<file path="src/rtl/i4002_ram_dump_if.sv">
// Byte-stream link from the RAM dump engine to its sink (UART TX or analyzer FIFO).
// A byte moves on every clock where out_valid and out_ready are both high.
interface i4002_ram_dump_if;
  logic [7:0] out_data;
  logic       out_valid;
  logic       out_ready;

  modport master (output out_data, output out_valid, input  out_ready);
  modport slave  (input  out_data, input  out_valid, output out_ready);
endinterface

</file>
<file path="src/rtl/i4002_ram_dump.sv">
// Debug readout of one i4002 through its read-only second port.
// Each register becomes one ASCII-hex text line with a valid/ready handshake.
module i4002_ram_dump #(
  parameter bit          INCLUDE_STATUS = 1'b1,
  parameter int unsigned REG_COUNT      = 4
) (
  input  logic              sysclk,
  input  logic              reset_n,
  input  logic              start,
  output logic              busy,
  output logic              done,
  output logic [4:0]        ram_addr,
  input  logic [3:0]        ram0_data,
  input  logic [3:0]        ram1_data,
  input  logic [3:0]        ram2_data,
  input  logic [3:0]        ram3_data,
  i4002_ram_dump_if.master  out_if
);

  // state   | meaning
  // IDLE    | waiting for start
  // HDR     | 'R', register digit, space (hdr_q selects which)
  // FETCH   | ram_addr stable, capture nibble
  // EMIT    | offer hex char of captured nibble
  // SEP     | space between data and status chars
  // CR / LF | line terminator
  // DONE    | one-cycle done pulse
  localparam logic [2:0] S_IDLE  = 3'd0;
  localparam logic [2:0] S_HDR   = 3'd1;
  localparam logic [2:0] S_FETCH = 3'd2;
  localparam logic [2:0] S_EMIT  = 3'd3;
  localparam logic [2:0] S_SEP   = 3'd4;
  localparam logic [2:0] S_CR    = 3'd5;
  localparam logic [2:0] S_LF    = 3'd6;
  localparam logic [2:0] S_DONE  = 3'd7;

  localparam logic [1:0] LAST_REG  = 2'(REG_COUNT - 1);
  localparam logic [4:0] LAST_CHAR = INCLUDE_STATUS ? 5'd19 : 5'd15;

  logic [2:0] state_q, state_d;
  logic [1:0] reg_q, reg_d;
  logic [1:0] hdr_q, hdr_d;
  logic [4:0] addr_q, addr_d;
  logic [3:0] nib_q, nib_d;
  logic [3:0] ram_nib;
  logic [7:0] byte_c;
  logic       valid_c;

  function automatic logic [7:0] hex_ascii(input logic [3:0] n);
    if (n < 4'd10) return 8'h30 + {4'h0, n};
    else           return 8'h37 + {4'h0, n};
  endfunction

  always_comb begin
    case (reg_q)
      2'd0:    ram_nib = ram0_data;
      2'd1:    ram_nib = ram1_data;
      2'd2:    ram_nib = ram2_data;
      default: ram_nib = ram3_data;
    endcase
  end

  // addr_q doubles as the character index within the line
  always_comb begin
    state_d = state_q;
    reg_d   = reg_q;
    hdr_d   = hdr_q;
    addr_d  = addr_q;
    nib_d   = nib_q;
    valid_c = 1'b0;
    byte_c  = 8'h00;
    case (state_q)
      S_IDLE: begin
        if (start) begin
          state_d = S_HDR;
          reg_d   = 2'd0;
          hdr_d   = 2'd0;
        end
      end
      S_HDR: begin
        valid_c = 1'b1;
        case (hdr_q)
          2'd0:    byte_c = 8'h52;
          2'd1:    byte_c = 8'h30 + {6'h00, reg_q};
          default: byte_c = 8'h20;
        endcase
        if (out_if.out_ready) begin
          if (hdr_q == 2'd2) begin
            state_d = S_FETCH;
            hdr_d   = 2'd0;
            addr_d  = 5'd0;
          end else begin
            hdr_d = hdr_q + 2'd1;
          end
        end
      end
      S_FETCH: begin
        nib_d   = ram_nib;
        state_d = S_EMIT;
      end
      S_EMIT: begin
        valid_c = 1'b1;
        byte_c  = hex_ascii(nib_q);
        if (out_if.out_ready) begin
          if (addr_q == LAST_CHAR) begin
            state_d = S_CR;
          end else if (INCLUDE_STATUS && addr_q == 5'd15) begin
            state_d = S_SEP;
          end else begin
            state_d = S_FETCH;
            addr_d  = addr_q + 5'd1;
          end
        end
      end
      S_SEP: begin
        valid_c = 1'b1;
        byte_c  = 8'h20;
        if (out_if.out_ready) begin
          state_d = S_FETCH;
          addr_d  = 5'd16;
        end
      end
      S_CR: begin
        valid_c = 1'b1;
        byte_c  = 8'h0D;
        if (out_if.out_ready) state_d = S_LF;
      end
      S_LF: begin
        valid_c = 1'b1;
        byte_c  = 8'h0A;
        if (out_if.out_ready) begin
          if (reg_q == LAST_REG) begin
            state_d = S_DONE;
          end else begin
            state_d = S_HDR;
            reg_d   = reg_q + 2'd1;
          end
        end
      end
      S_DONE:  state_d = S_IDLE;
      default: state_d = S_IDLE;
    endcase
  end

  always_ff @(posedge sysclk or negedge reset_n) begin
    if (!reset_n) begin
      state_q <= S_IDLE;
      reg_q   <= 2'd0;
      hdr_q   <= 2'd0;
      addr_q  <= 5'd0;
      nib_q   <= 4'd0;
    end else begin
      state_q <= state_d;
      reg_q   <= reg_d;
      hdr_q   <= hdr_d;
      addr_q  <= addr_d;
      nib_q   <= nib_d;
    end
  end

  assign out_if.out_data  = byte_c;
  assign out_if.out_valid = valid_c;
  assign busy             = (state_q != S_IDLE) && (state_q != S_DONE);
  assign done             = (state_q == S_DONE);
  assign ram_addr         = addr_q;

endmodule

</file>
<file path="src/flat_wrapper.sv">
// flat-port wrapper written by rule: the top's interface ports become plain ports
module i4002_ram_dump_flat 
#(
  parameter bit          INCLUDE_STATUS = 1'b1,
  parameter int unsigned REG_COUNT      = 4
)
  (sysclk, reset_n, start, busy, done, ram_addr, ram0_data, ram1_data, ram2_data, ram3_data, out_if_out_data, out_if_out_valid, out_if_out_ready);
  i4002_ram_dump_if out_if_i ();
  input  logic sysclk;
  input  logic reset_n;
  input  logic start;
  output logic busy;
  output logic done;
  output logic [4:0] ram_addr;
  input  logic [3:0] ram0_data;
  input  logic [3:0] ram1_data;
  input  logic [3:0] ram2_data;
  input  logic [3:0] ram3_data;
  output wire logic [$bits(out_if_i.out_data)-1:0] out_if_out_data;
  output wire logic [$bits(out_if_i.out_valid)-1:0] out_if_out_valid;
  input wire logic [$bits(out_if_i.out_ready)-1:0] out_if_out_ready;
  assign out_if_out_data = out_if_i.out_data;
  assign out_if_out_valid = out_if_i.out_valid;
  assign out_if_i.out_ready = out_if_out_ready;
  i4002_ram_dump #(.INCLUDE_STATUS(INCLUDE_STATUS), .REG_COUNT(REG_COUNT)) u_core (.sysclk(sysclk), .reset_n(reset_n), .start(start), .busy(busy), .done(done), .ram_addr(ram_addr), .ram0_data(ram0_data), .ram1_data(ram1_data), .ram2_data(ram2_data), .ram3_data(ram3_data), .out_if(out_if_i));
endmodule
</file>
<file path="config.mk">
export PLATFORM = sky130hd
export DESIGN_NAME = i4002_ram_dump_flat
export DESIGN_NICKNAME = d
export VERILOG_FILES = /design/src/rtl/i4002_ram_dump_if.sv /design/src/rtl/i4002_ram_dump.sv /design/src/flat_wrapper.sv
export SDC_FILE = /design/constraint.sdc
export NUM_CORES = 1
export LEC_CHECK = 0
export BUFFER_PORTS_ARGS = -buffer_cell sky130_fd_sc_hd__buf_4
export CORE_MARGIN = 2
export CORE_UTILIZATION = 47
export DETAILED_ROUTE_END_ITERATION = 8
export PLACE_DENSITY = 0.75
export SYNTH_ARGS = -nofsm -noshare
export SYNTH_HDL_FRONTEND = slang
export SYNTH_SLANG_ARGS = --single-unit
</file>
<file path="constraint.sdc">
create_clock -name sysclk -period 1.7 [get_ports sysclk]
set_input_delay 0 -clock sysclk [delete_from_list [all_inputs] [get_ports sysclk]]
set_output_delay 0 -clock sysclk [all_outputs]
set_load 0.1 [all_outputs]
</file>
==> run summary, run 1 <==
* finished, violations left — result of the run
* hold timing, setup timing — failing checks
* u_core.nib_q[3]$_DFFE_PN0P_ — worst hold endpoint
* 536 MHz — maximum clock frequency
* 110% — share of the cycle needed by the critical path after routing
* 49.1% — initial core utilization
* 1.70 ns — Required @ worst endpoint
* output port — critical path endpoint category
* 162 — fill count
* flip-flop to output port — CP Class
* 7.46% — adder-cell share of the synthesized area
* 7 — count of cell instances traversed by the critical path
* 6.69 mm — global-route wire length before repair
* 36 — Ports
* 0 — number of warning messages in the yosys log
* 100% — Synth async-reset ratio
* yes — unrepaired setup endpoints after global routing
* 0 — count of antenna-violating nets left after detailed routing
* 0 — drc violations
* 57.4 um — chip width
* 24.4% — share of synthesized cell area in and, or, nand and nor gates
* 235 — number of placed instances, taps included
* sky130_fd_sc_hd__clkbuf_4 — Clock Root Buffer
* 0 — initial antenna violation count
* 258 — Final Instance Count excl. Fillers
* 51 — number of distinct library cells after synthesis
* 25.4% — synthesized-area fraction occupied by ao, oa, aoi and oai cells
* 1517 — vias in the first global route
* 29.9% — area share of the leading cell type in the synthesized netlist
* 29.9% — post-synthesis sequential area ratio
* 1340 um2 — Netlist Area Pre-Place
* inv_2 > ha_4 > nand2_2 > or3_4 > a21oi_2 > o21a_2 > buf_12 — ordered cell list for the critical path
* ram3_data[3] — source of the worst hold timing path
* 3 — Hold Path Cell Cnt
* done — TritonCTS clock tree
* input port to flip-flop — Hold Crit Class
* 19 — std cell rows
* 0 — number of flops mapped to enable cells by yosys
* sky130_fd_sc_hd__dfrtp_1 — slowest stage cell, crit path
* 0.653% — share of the synthesized netlist area taken by xor and xnor gates
* 25.8% — Global Route Usage Sum
* flip-flop — critical path startpoint category
* 2 — maximum fanout along the worst path
* 4.54 mm — WL final
* 53.7% — share of final-layout standard cells stronger than drive strength 1
* -0.15 ns — reg-to-reg slack, setup
* 0 — final-report max-slew violation count
* 16 — #FFs+latches synth
* 123 — 1st-iter DRT viols
* sky130_fd_sc_hd__dfrtp_1 — leading area contributor after synthesis
* 0.11 ns — clock-pin slew reported for the worst setup and hold paths after clock tree synthesis
* 186 — net count after synthesis
* 3 — CTS buffer count
* 3300 um2 — die area
* -0.164 ns — final setup slack of the worst path
* 5.95 — mean number of vias per cell
* 0 — total inserted antenna cells
* 1.86 ns — Crit path arrival time
* 9 — final count of negative-setup-slack endpoints
* 0.00109 ns — clock skew after layout
* 2 — worst path bufs/invs
* 0 — global route overflow
* 16 — TritonCTS sink count
* 158 — post-synthesis instance total
* u_core.ram_addr[4]$_DFFE_PN0P_ — R2R Path End
* 2730 um2 — core region area
* flip-flops — critical path's top delay family
* 8 — Worst Reg2Reg Path Length in Cells
* sky130_fd_sc_hd__dfrtp_1 — main flop type after synthesis
* u_core.ram_addr[0]$_DFFE_PN0P_ — origin of the critical flop-to-flop path
* 2.83 mm — detailed placer's ending HPWL
* 5 — detailed-router iteration count before antenna repair
* 0.41 ns — largest stage delay on the critical path
* 0.30 ns — later-pin clock latency in the skew report
* 17.6 um — average wire per standard cell
* 1.86 ns — minimum clock period after layout
* 17 — largest net degree at the start of global routing
* 0 — number of violations of the max-capacitance limit
* compound AO/OA/AOI/OAI gates — dominant combinational cell family by area after synthesis
* 1535 — total number of vias
* 256 — Net count, final
* 64.7% — area grow syn2layout
* -0.00294 ns — hold slack
* 57.4 um — Die Y
* 34 — count of buffers inserted at the top-level ports
* sky130_fd_sc_hd__dfrtp_1, sky130_fd_sc_hd__ha_1, sky130_fd_sc_hd__a21oi_1 — Synth area leaders
* 8.49 um2 — Mapped Avg Cell Area
* 4.38% — share of cell area taken by muxes after synthesis
* 0.797 — routability congestion estimate from global placement
* 1 — final hold vios
* -0.102 ns — post-placement worst setup slack
* -0.833 ns — Sum Neg Setup Slack
* 2 — CTS Buffer Depth
* 1 — CTS HTree Levels
-- cell type report --
cell class / instances / area [um2] / share of cell area (%)
Multi-Input combinational cell: 123 / 1020 / 46.1
Clock buffer: 4 / 36.3 / 1.64
Sequential cell: 16 / 417 / 18.9
Tap cell: 31 / 38.8 / 1.76
Timing Repair Buffer: 74 / 661 / 29.9
Inverter: 10 / 37.5 / 1.70
-- worst max path at each step --
stage,start,to
4_1_cts,u_core.nib_q[0]$_DFFE_PN0P_,out_if_out_data[2]
2_1_floorplan,u_core.ram_addr[0]$_DFFE_PN0P_,u_core.ram_addr[0]$_DFFE_PN0P_
6_report,u_core.nib_q[0]$_DFFE_PN0P_,out_if_out_data[2]
3_5_place_dp,u_core.ram_addr[1]$_DFFE_PN0P_,u_core.ram_addr[3]$_DFFE_PN0P_
5_1_grt,u_core.nib_q[0]$_DFFE_PN0P_,out_if_out_data[2]
3_3_place_gp,u_core.ram_addr[1]$_DFFE_PN0P_,u_core.ram_addr[0]$_DFFE_PN0P_
-- tightest hold or removal path, delay by kind of cell --
family / cells / cell delay (ns)
buf+inv: 1 / 0.08
compound gates: 2 / 0.19
-- state kept, by name, summed over array words and instances, names as in the netlist --
signal,cells
u_core.nib_q,4
u_core.ram_addr,5
u_core.hdr_q,2
u_core.state_q,3
u_core.reg_q,2
-- per-layer routing --
layer  part of all wire, %  vias up  global-route usage [%]  wire (um)
met2                    53       62                    44.3       2390
met3                   4.5       12                    2.49        205
met1                    40      752                    32.1       1840
li1                      -      709                       -          -
met4                   2.2        0                    12.3        102
met5                     0        -                       0          0
-- kinds of logic (layout without fill, tap and decap cells) --
logic type | Yosys count | count (layout)
buf+inv | 19 | 88
other cells | 1 | 1
simple gates | 57 | 57
flops | 16 | 16
compound gates | 51 | 51
mux | 5 | 5
fa+ha+maj | 8 | 8
xor+xnor | 1 | 1
-- through the flow --
| stage | util (%) | area, um2 |
|---|---|---|
| floorplan | - | 1450 |
| global placement | 67.4 | 1840 |
| detailed placement | 67.4 | 1840 |
| CTS | 76.2 | 2080 |
| global route | 80.8 | 2210 |
| finish | 80.8 | 2210 |
-- layout by cell type (no fill, tap or decap), types with 4 or more instances in the layout --
cell type	instances
sky130_fd_sc_hd__nor2_1	8
sky130_fd_sc_hd__buf_12	5
sky130_fd_sc_hd__nand3_1	4
sky130_fd_sc_hd__buf_6	10
sky130_fd_sc_hd__dfrtp_2	7
sky130_fd_sc_hd__inv_1	7
sky130_fd_sc_hd__ha_1	5
sky130_fd_sc_hd__a21oi_1	10
sky130_fd_sc_hd__dfrtp_1	7
sky130_fd_sc_hd__o21ai_0	9
sky130_fd_sc_hd__a222oi_1	4
sky130_fd_sc_hd__nand2_1	16
sky130_fd_sc_hd__nand2b_1	4
sky130_fd_sc_hd__a21oi_2	4
sky130_fd_sc_hd__buf_4	55
-- timing repair --
item | 4_1_cts | 5_1_grt
resized for setup | 32 | 13
pin swaps | 7 | 7
hold buffers | 3 | 0
endpoints found under the setup margin | 16 | 18
endpoints found under the hold margin | 18 | 0
setup buffers | 7 | 9
-- cells in the mapped netlist, types with 2 or more instances --
library cell and number:
sky130_fd_sc_hd__a222oi_1 4, sky130_fd_sc_hd__o21ai_0 13, sky130_fd_sc_hd__mux2_2 3, sky130_fd_sc_hd__o2bb2ai_1 2, sky130_fd_sc_hd__buf_6 3, sky130_fd_sc_hd__dfrtp_1 16, sky130_fd_sc_hd__o22ai_1 2, sky130_fd_sc_hd__nor2_1 10
sky130_fd_sc_hd__and3_1 2, sky130_fd_sc_hd__or2_0 2, sky130_fd_sc_hd__a21oi_2 2, sky130_fd_sc_hd__ha_1 8, sky130_fd_sc_hd__nor4_1 2, sky130_fd_sc_hd__nor2b_1 3, sky130_fd_sc_hd__a21oi_1 14, sky130_fd_sc_hd__nand3_1 5
sky130_fd_sc_hd__nand2_1 17, sky130_fd_sc_hd__inv_1 9, sky130_fd_sc_hd__nand2b_1 5, sky130_fd_sc_hd__buf_2 3, sky130_fd_sc_hd__o21bai_1 2, sky130_fd_sc_hd__or3_1 2
Power of run 1 is not shown: default switching activity piles up to over one toggle a cycle in this logic, so the estimate is an artifact.
==> inputs of run 2 (changes only) <==
--- a/config.mk
+++ b/config.mk
@@ -10,6 +10,7 @@
 export CORE_UTILIZATION = 47
 export DETAILED_ROUTE_END_ITERATION = 8
 export PLACE_DENSITY = 0.75
+export SETUP_SLACK_MARGIN = 0.1
 export SYNTH_ARGS = -nofsm -noshare
 export SYNTH_HDL_FRONTEND = slang
 export SYNTH_SLANG_ARGS = --single-unit
==> run 2 against run 1 <==
Net effect:
- the run still ends with hold timing, setup timing left
- utilization rose by 5.2 points
- critical path depth did not move
- die area did not move
- first-iteration DRC count rose by 17%
- non-clock buffer count did not move
- hold slack got worse by 0.0032 ns
- cell count did not move
- sequential share of layout area fell by 1.0 points
- register-to-register slack improved by 0.11 ns
- clock-buffer cell count did not move
- critical path type unchanged
- largest cell class unchanged
==> run summary, run 2 (synthesized netlist as in run 1, its figures left out) <==
* finished, violations left — result of the run, unchanged
* hold timing, setup timing — failing checks, unchanged
* 3 — maximum fanout along the worst path, was 2
* 0 — count of antenna-violating nets left after detailed routing, unchanged
* 108% — share of the cycle needed by the critical path after routing, was 110%
* 2730 um2 — core region area, unchanged
* 546 MHz — maximum clock frequency, was 536 MHz
* yes — unrepaired setup endpoints after global routing, unchanged
* 2 — CTS Buffer Depth, unchanged
* 1.83 ns — Crit path arrival time, was 1.86 ns
* output port — critical path endpoint category, unchanged
* flip-flop — critical path startpoint category, unchanged
* 0.11 ns — clock-pin slew reported for the worst setup and hold paths after clock tree synthesis, about the same
* 7 — count of cell instances traversed by the critical path, unchanged
* 5.02 mm — WL final, was 4.54 mm
* 0.32 ns — later-pin clock latency in the skew report, was 0.30 ns
* 5 — final count of negative-setup-slack endpoints, was 9
* 8 — Worst Reg2Reg Path Length in Cells, unchanged
* 0 — drc violations, unchanged
* 0 — number of violations of the max-capacitance limit, unchanged
* 3300 um2 — die area, unchanged
* sky130_fd_sc_hd__dfrtp_1 — slowest stage cell, crit path, unchanged
* flip-flops — critical path's top delay family, unchanged
* -0.00616 ns — hold slack, was -0.00294 ns
* 36 — Ports, unchanged
* 49.1% — initial core utilization, unchanged
* 7.15 mm — global-route wire length before repair, was 6.69 mm
* 5 — detailed-router iteration count before antenna repair, unchanged
* input port to flip-flop — Hold Crit Class, unchanged
* 16 — TritonCTS sink count, unchanged
* inv_2 > ha_4 > nand2_2 > or3_4 > a21oi_2 > o21a_2 > buf_12 — ordered cell list for the critical path, unchanged
* 19.4 um — average wire per standard cell, was 17.6 um
* -0.04 ns — reg-to-reg slack, setup, was -0.15 ns
* 0.0105 ns — clock skew after layout, was 0.00109 ns
* 57.4 um — Die Y, unchanged
* 2 — worst path bufs/invs, unchanged
* out_if_out_data[2] — worst setup path end, unchanged
* 75.3% — area grow syn2layout, was 64.7%
* 62.1% — share of final-layout standard cells stronger than drive strength 1, was 53.7%
* 2.70 mm — detailed placer's ending HPWL, was 2.83 mm
* 134 — fill count, was 162
* 0.789 — routability congestion estimate from global placement, was 0.797
* 229 — number of placed instances, taps included, was 235
* 1482 — vias in the first global route, was 1517
* 144 — 1st-iter DRT viols, was 123
* 258 — Final Instance Count excl. Fillers, unchanged
* 17 — largest net degree at the start of global routing, unchanged
* 6.14 — mean number of vias per cell, was 5.95
* 5 — Largest register FFs, unchanged
* u_core.nib_q[1]$_DFFE_PN0P_ — launch point of the critical path, was u_core.nib_q[0]$_DFFE_PN0P_
* 19 — std cell rows, unchanged
* done — TritonCTS clock tree, unchanged
* 1 — CTS HTree Levels, unchanged
* 256 — Net count, final, unchanged
* 1583 — total number of vias, was 1535
* 57.4 um — chip width, unchanged
* 28.2% — Global Route Usage Sum, was 25.8%
* 1.70 ns — Required @ worst endpoint, about the same
* flip-flop to output port — CP Class, unchanged
* 0 — initial antenna violation count, unchanged
* 0 — global route overflow, unchanged
* sky130_fd_sc_hd__clkbuf_4 — Clock Root Buffer, unchanged
* 0 — final-report max-slew violation count, unchanged
* 3 — CTS buffer count, unchanged
* u_core.ram_addr[0]$_DFFE_PN0P_ — origin of the critical flop-to-flop path, unchanged
* 1 — final hold vios, unchanged
* 0 — total inserted antenna cells, unchanged
* 34 — count of buffers inserted at the top-level ports, unchanged
* sky130_fd_sc_hd__buf_4, sky130_fd_sc_hd__nand2_1, sky130_fd_sc_hd__buf_6 — commonest cells after routing, fill and taps aside, was sky130_fd_sc_hd__buf_4, sky130_fd_sc_hd__nand2_1, sky130_fd_sc_hd__a21oi_1, sky130_fd_sc_hd__buf_6, sky130_fd_sc_hd__o21ai_0
* sky130_fd_sc_hd__buf_4 — most common cell after layout, fill and taps aside, unchanged
* u_core.ram_addr[4]$_DFFE_PN0P_ — R2R Path End, unchanged
* 1.83 ns — minimum clock period after layout, was 1.86 ns
* -0.133 ns — final setup slack of the worst path, was -0.164 ns
* 0.41 ns — largest stage delay on the critical path, about the same
run 2: worst min-delay path by stage:
stage,start,to,slack [ns],cells after the start
6_report,ram3_data[0],u_core.nib_q[0]$_DFFE_PN0P_,-0.006,3
2_1_floorplan,reset_n,u_core.hdr_q[0]$_DFFE_PN0P_,-0.30,0
3_5_place_dp,reset_n,u_core.nib_q[0]$_DFFE_PN0P_,-0.12,1
5_1_grt,ram3_data[0],u_core.nib_q[0]$_DFFE_PN0P_,0.05,3
3_3_place_gp,reset_n,u_core.nib_q[1]$_DFFE_PN0P_,-0.13,1
4_1_cts,ram3_data[3],u_core.nib_q[3]$_DFFE_PN0P_,0.01,3
run 2: timing repair:
| action | 4_1_cts | 5_1_grt |
|---|---|---|
| setup endpoints to repair | 18 | 20 |
| resized for setup | 55 | 29 |
| setup buffers | 12 | 10 |
| pin swaps | 18 | 13 |
| hold buffers | 3 | 0 |
| hold endpoints to repair | 18 | 0 |
run 2: layout make-up:
| cell class | instances | area [um2] | area share [%] |
|---|---|---|---|
| Clock buffer | 4 | 36.3 | 1.54 |
| Timing Repair Buffer | 74 | 694 | 29.5 |
| Inverter | 10 | 37.5 | 1.60 |
| Tap cell | 31 | 38.8 | 1.65 |
| Sequential cell | 16 | 419 | 17.8 |
| Multi-Input combinational cell | 123 | 1120 | 47.8 |
run 2: tightest hold or removal path: cells and delay by family:
family | cells | cell delay, ns
AOI/OAI and AO/OA | 2 | 0.19
buffers and inverters | 1 | 0.09
run 2: per-stage QoR:
stage	TNS [ns]	hold slack, ns	instance area, um2	utilization [%]	worst slack, ns
floorplan	-1.19	-0.296	1460	-	-0.287
global placement	-0.0994	-0.130	1800	66.0	-0.0550
detailed placement	-0.293	-0.120	1800	66.0	-0.0889
CTS	-0.150	0.0124	2170	79.3	-0.0655
global route	-0.535	0.0463	2350	86.0	-0.187
finish	-0.238	-0.00616	2350	86.0	-0.133
run 2: routing by layer:
metal / global-route usage [%] / vias up / share of wire [%]
met5: 0 / - / 0
met4: 12.0 / 0 / 3.5
met3: 3.40 / 18 / 7.3
met2: 46.9 / 90 / 51
met1: 36.9 / 760 / 38
li1: - / 715 / -
Power of run 2 is left out for the same reason.
==> inputs of run 3 (changes only) <==
--- a/config.mk
+++ b/config.mk
@@ -6,10 +6,11 @@
 export NUM_CORES = 1
 export LEC_CHECK = 0
 export BUFFER_PORTS_ARGS = -buffer_cell sky130_fd_sc_hd__buf_4
-export CORE_MARGIN = 2
-export CORE_UTILIZATION = 47
+export CELL_PAD_IN_SITES_DETAIL_PLACEMENT = 1
+export CELL_PAD_IN_SITES_GLOBAL_PLACEMENT = 1
+export CORE_UTILIZATION = 34
 export DETAILED_ROUTE_END_ITERATION = 8
-export PLACE_DENSITY = 0.75
+export PLACE_DENSITY_LB_ADDON = 0.1
 export SETUP_SLACK_MARGIN = 0.1
 export SYNTH_ARGS = -nofsm -noshare
 export SYNTH_HDL_FRONTEND = slang
==> run 3 against run 2 <==
Net effect:
- the flow finishes with violations (setup timing)
- hold slack better by 0.040 ns
- die area up 27%
- sequential share of layout area up 1.1 points
- critical endpoint unchanged
- largest cell class unchanged
==> run summary, run 3 (synthesized netlist as in run 1, its figures left out) <==
* 1433 — total number of vias, was 1583
* 22 — std cell rows, was 19
* 5 — Largest register FFs, unchanged
* 7.07 mm — global-route wire length before repair, was 7.15 mm
* 1 — CTS HTree Levels, unchanged
* output port — critical path endpoint category, unchanged
* 0.26 ns — later-pin clock latency in the skew report, was 0.32 ns
* -0.115 ns — post-placement worst setup slack, was -0.0889 ns
* 0 — initial antenna violation count, unchanged
* 0 — drc violations, unchanged
* 1.70 ns — Required @ worst endpoint, about the same
* 58 — 1st-iter DRT viols, was 144
* 0 — count of antenna-violating nets left after detailed routing, unchanged
* sky130_fd_sc_hd__clkbuf_8 — Clock Root Buffer, was sky130_fd_sc_hd__clkbuf_4
* 22.0% — Global Route Usage Sum, was 28.2%
* 0 — total inserted antenna cells, unchanged
* 104% — share of the cycle needed by the critical path after routing, was 108%
* sky130_fd_sc_hd__buf_4 — most common cell after layout, fill and taps aside, unchanged
* setup timing — failing checks, was hold timing, setup timing
* 566 MHz — maximum clock frequency, was 546 MHz
* 64.8 um — chip width, was 57.4 um
* 0.00341 ns — clock skew after layout, was 0.0105 ns
* 1500 — vias in the first global route, was 1482
* 0 — global route overflow, unchanged
* 2 — CTS Buffer Depth, unchanged
* 1.77 ns — Crit path arrival time, was 1.83 ns
* 245 — Net count, final, was 256
* 4200 um2 — die area, was 3300 um2
* 64.8 um — Die Y, was 57.4 um
* 55.6% — share of final-layout standard cells stronger than drive strength 1, was 62.1%
* 3720 um2 — core region area, was 2730 um2
* 3 — final count of negative-setup-slack endpoints, was 5
* 16 — TritonCTS sink count, unchanged
* 58.9% — final core utilization, was 86.0%
* 0 — final-report max-slew violation count, unchanged
* finished, violations left — result of the run, unchanged
* 4.58 mm — WL final, was 5.02 mm
* sky130_fd_sc_hd__buf_4, sky130_fd_sc_hd__nand2_1, sky130_fd_sc_hd__dfrtp_1 — commonest cells after routing, fill and taps aside, was sky130_fd_sc_hd__buf_4, sky130_fd_sc_hd__nand2_1, sky130_fd_sc_hd__buf_6
* 36 — Ports, unchanged
* flip-flop — critical path startpoint category, unchanged
* 4 — detailed-router iteration count before antenna repair, was 5
* 17.3 um — average wire per standard cell, was 19.4 um
* 34 — count of buffers inserted at the top-level ports, unchanged
* input port to flip-flop — Hold Crit Class, unchanged
* 1.77 ns — minimum clock period after layout, was 1.83 ns
* 0.07 ns — clock-pin slew reported for the worst setup and hold paths after clock tree synthesis, was 0.11 ns
* 5.43 — mean number of vias per cell, was 6.14
* 0 — final hold vios, was 1
* 17 — largest net degree at the start of global routing, unchanged
* 2 — maximum fanout along the worst path, was 3
* done — TritonCTS clock tree, unchanged
* yes — unrepaired setup endpoints after global routing, unchanged
* 3.14 mm — detailed placer's ending HPWL, was 2.70 mm
* 3 — CTS buffer count, unchanged
* 0.803 — routability congestion estimate from global placement, was 0.789
* 0 — number of violations of the max-capacitance limit, unchanged
* -0.0671 ns — final setup slack of the worst path, was -0.133 ns
* flip-flop to output port — CP Class, unchanged
* 36.1% — initial core utilization, was 49.1%
* 63.2% — area grow syn2layout, was 75.3%
==> run 3: worst max-delay path, stage by stage (launching register included) <==
cell and delay, ns:
sky130_fd_sc_hd__dfrtp_1 0.40, sky130_fd_sc_hd__inv_2 0.09, sky130_fd_sc_hd__ha_4 0.15, sky130_fd_sc_hd__nand2_4 0.05, sky130_fd_sc_hd__or3_4 0.33, sky130_fd_sc_hd__a21oi_2 0.14, sky130_fd_sc_hd__o21a_2 0.17, sky130_fd_sc_hd__buf_12 0.17
==> run 3: final cells by class <==
| class | instances | area [um2] |
|---|---|---|
| clock buffer | 4 | 45.0 |
| fill | 434 | 1530 |
| inverter | 10 | 37.5 |
| multi-input combinational | 123 | 1090 |
| sequential | 16 | 414 |
| tap | 48 | 60.1 |
| timing repair buffer | 63 | 539 |
==> run 3: layer usage <==
layer,global-route usage (%),up-vias,wire length (um)
met5,0,-,0
met4,4.72,0,75
met3,4.05,12,136
met2,41.9,33,2460
met1,25.0,693,1900
li1,-,695,-
==> run 3: repair_timing <==
action,in CTS,in global routing
buffers inserted,8,5
endpoints found under the hold margin,16,0
setup endpoints to repair,14,18
pin swaps,12,9
hold buffers,1,0
resized for setup,23,31
==> run 3: final timing paths <==
| path | start | to | slack [ns] | cells past startpoint |
|---|---|---|---|---|
| worst max-delay path | u_core.nib_q[0]$_DFFE_PN0P_ | out_if_out_data[2] | -0.07 | 7 |
| worst min-delay path | ram3_data[1] | u_core.nib_q[1]$_DFFE_PN0P_ | 0.03 | 3 |
| worst max register to register | u_core.ram_addr[0]$_DFFE_PN0P_ | u_core.ram_addr[0]$_DFFE_PN0P_ | -0.06 | 7 |
| worst min register to register | u_core.nib_q[0]$_DFFE_PN0P_ | u_core.nib_q[0]$_DFFE_PN0P_ | 0.52 | 2 |
| max in group asynchronous | reset_n | u_core.ram_addr[0]$_DFFE_PN0P_ | 1.33 | 2 |
| min in group asynchronous | reset_n | u_core.ram_addr[4]$_DFFE_PN0P_ | 0.15 | 2 |
==> run 3: through the flow <==
step           hold WS, ns  std cells  TNS (ns)  cell area, um2
2_1_floorplan       -0.296        158     -1.19            1460
3_3_place_gp        -0.125        247    -0.140            1830
3_5_place_dp        -0.120        247    -0.261            1830
4_1_cts             0.0510        259    -0.172            2030
5_1_grt             0.0550        264    -0.542            2190
6_report            0.0339        264    -0.149            2190
Power of run 3 is left out for the same reason.
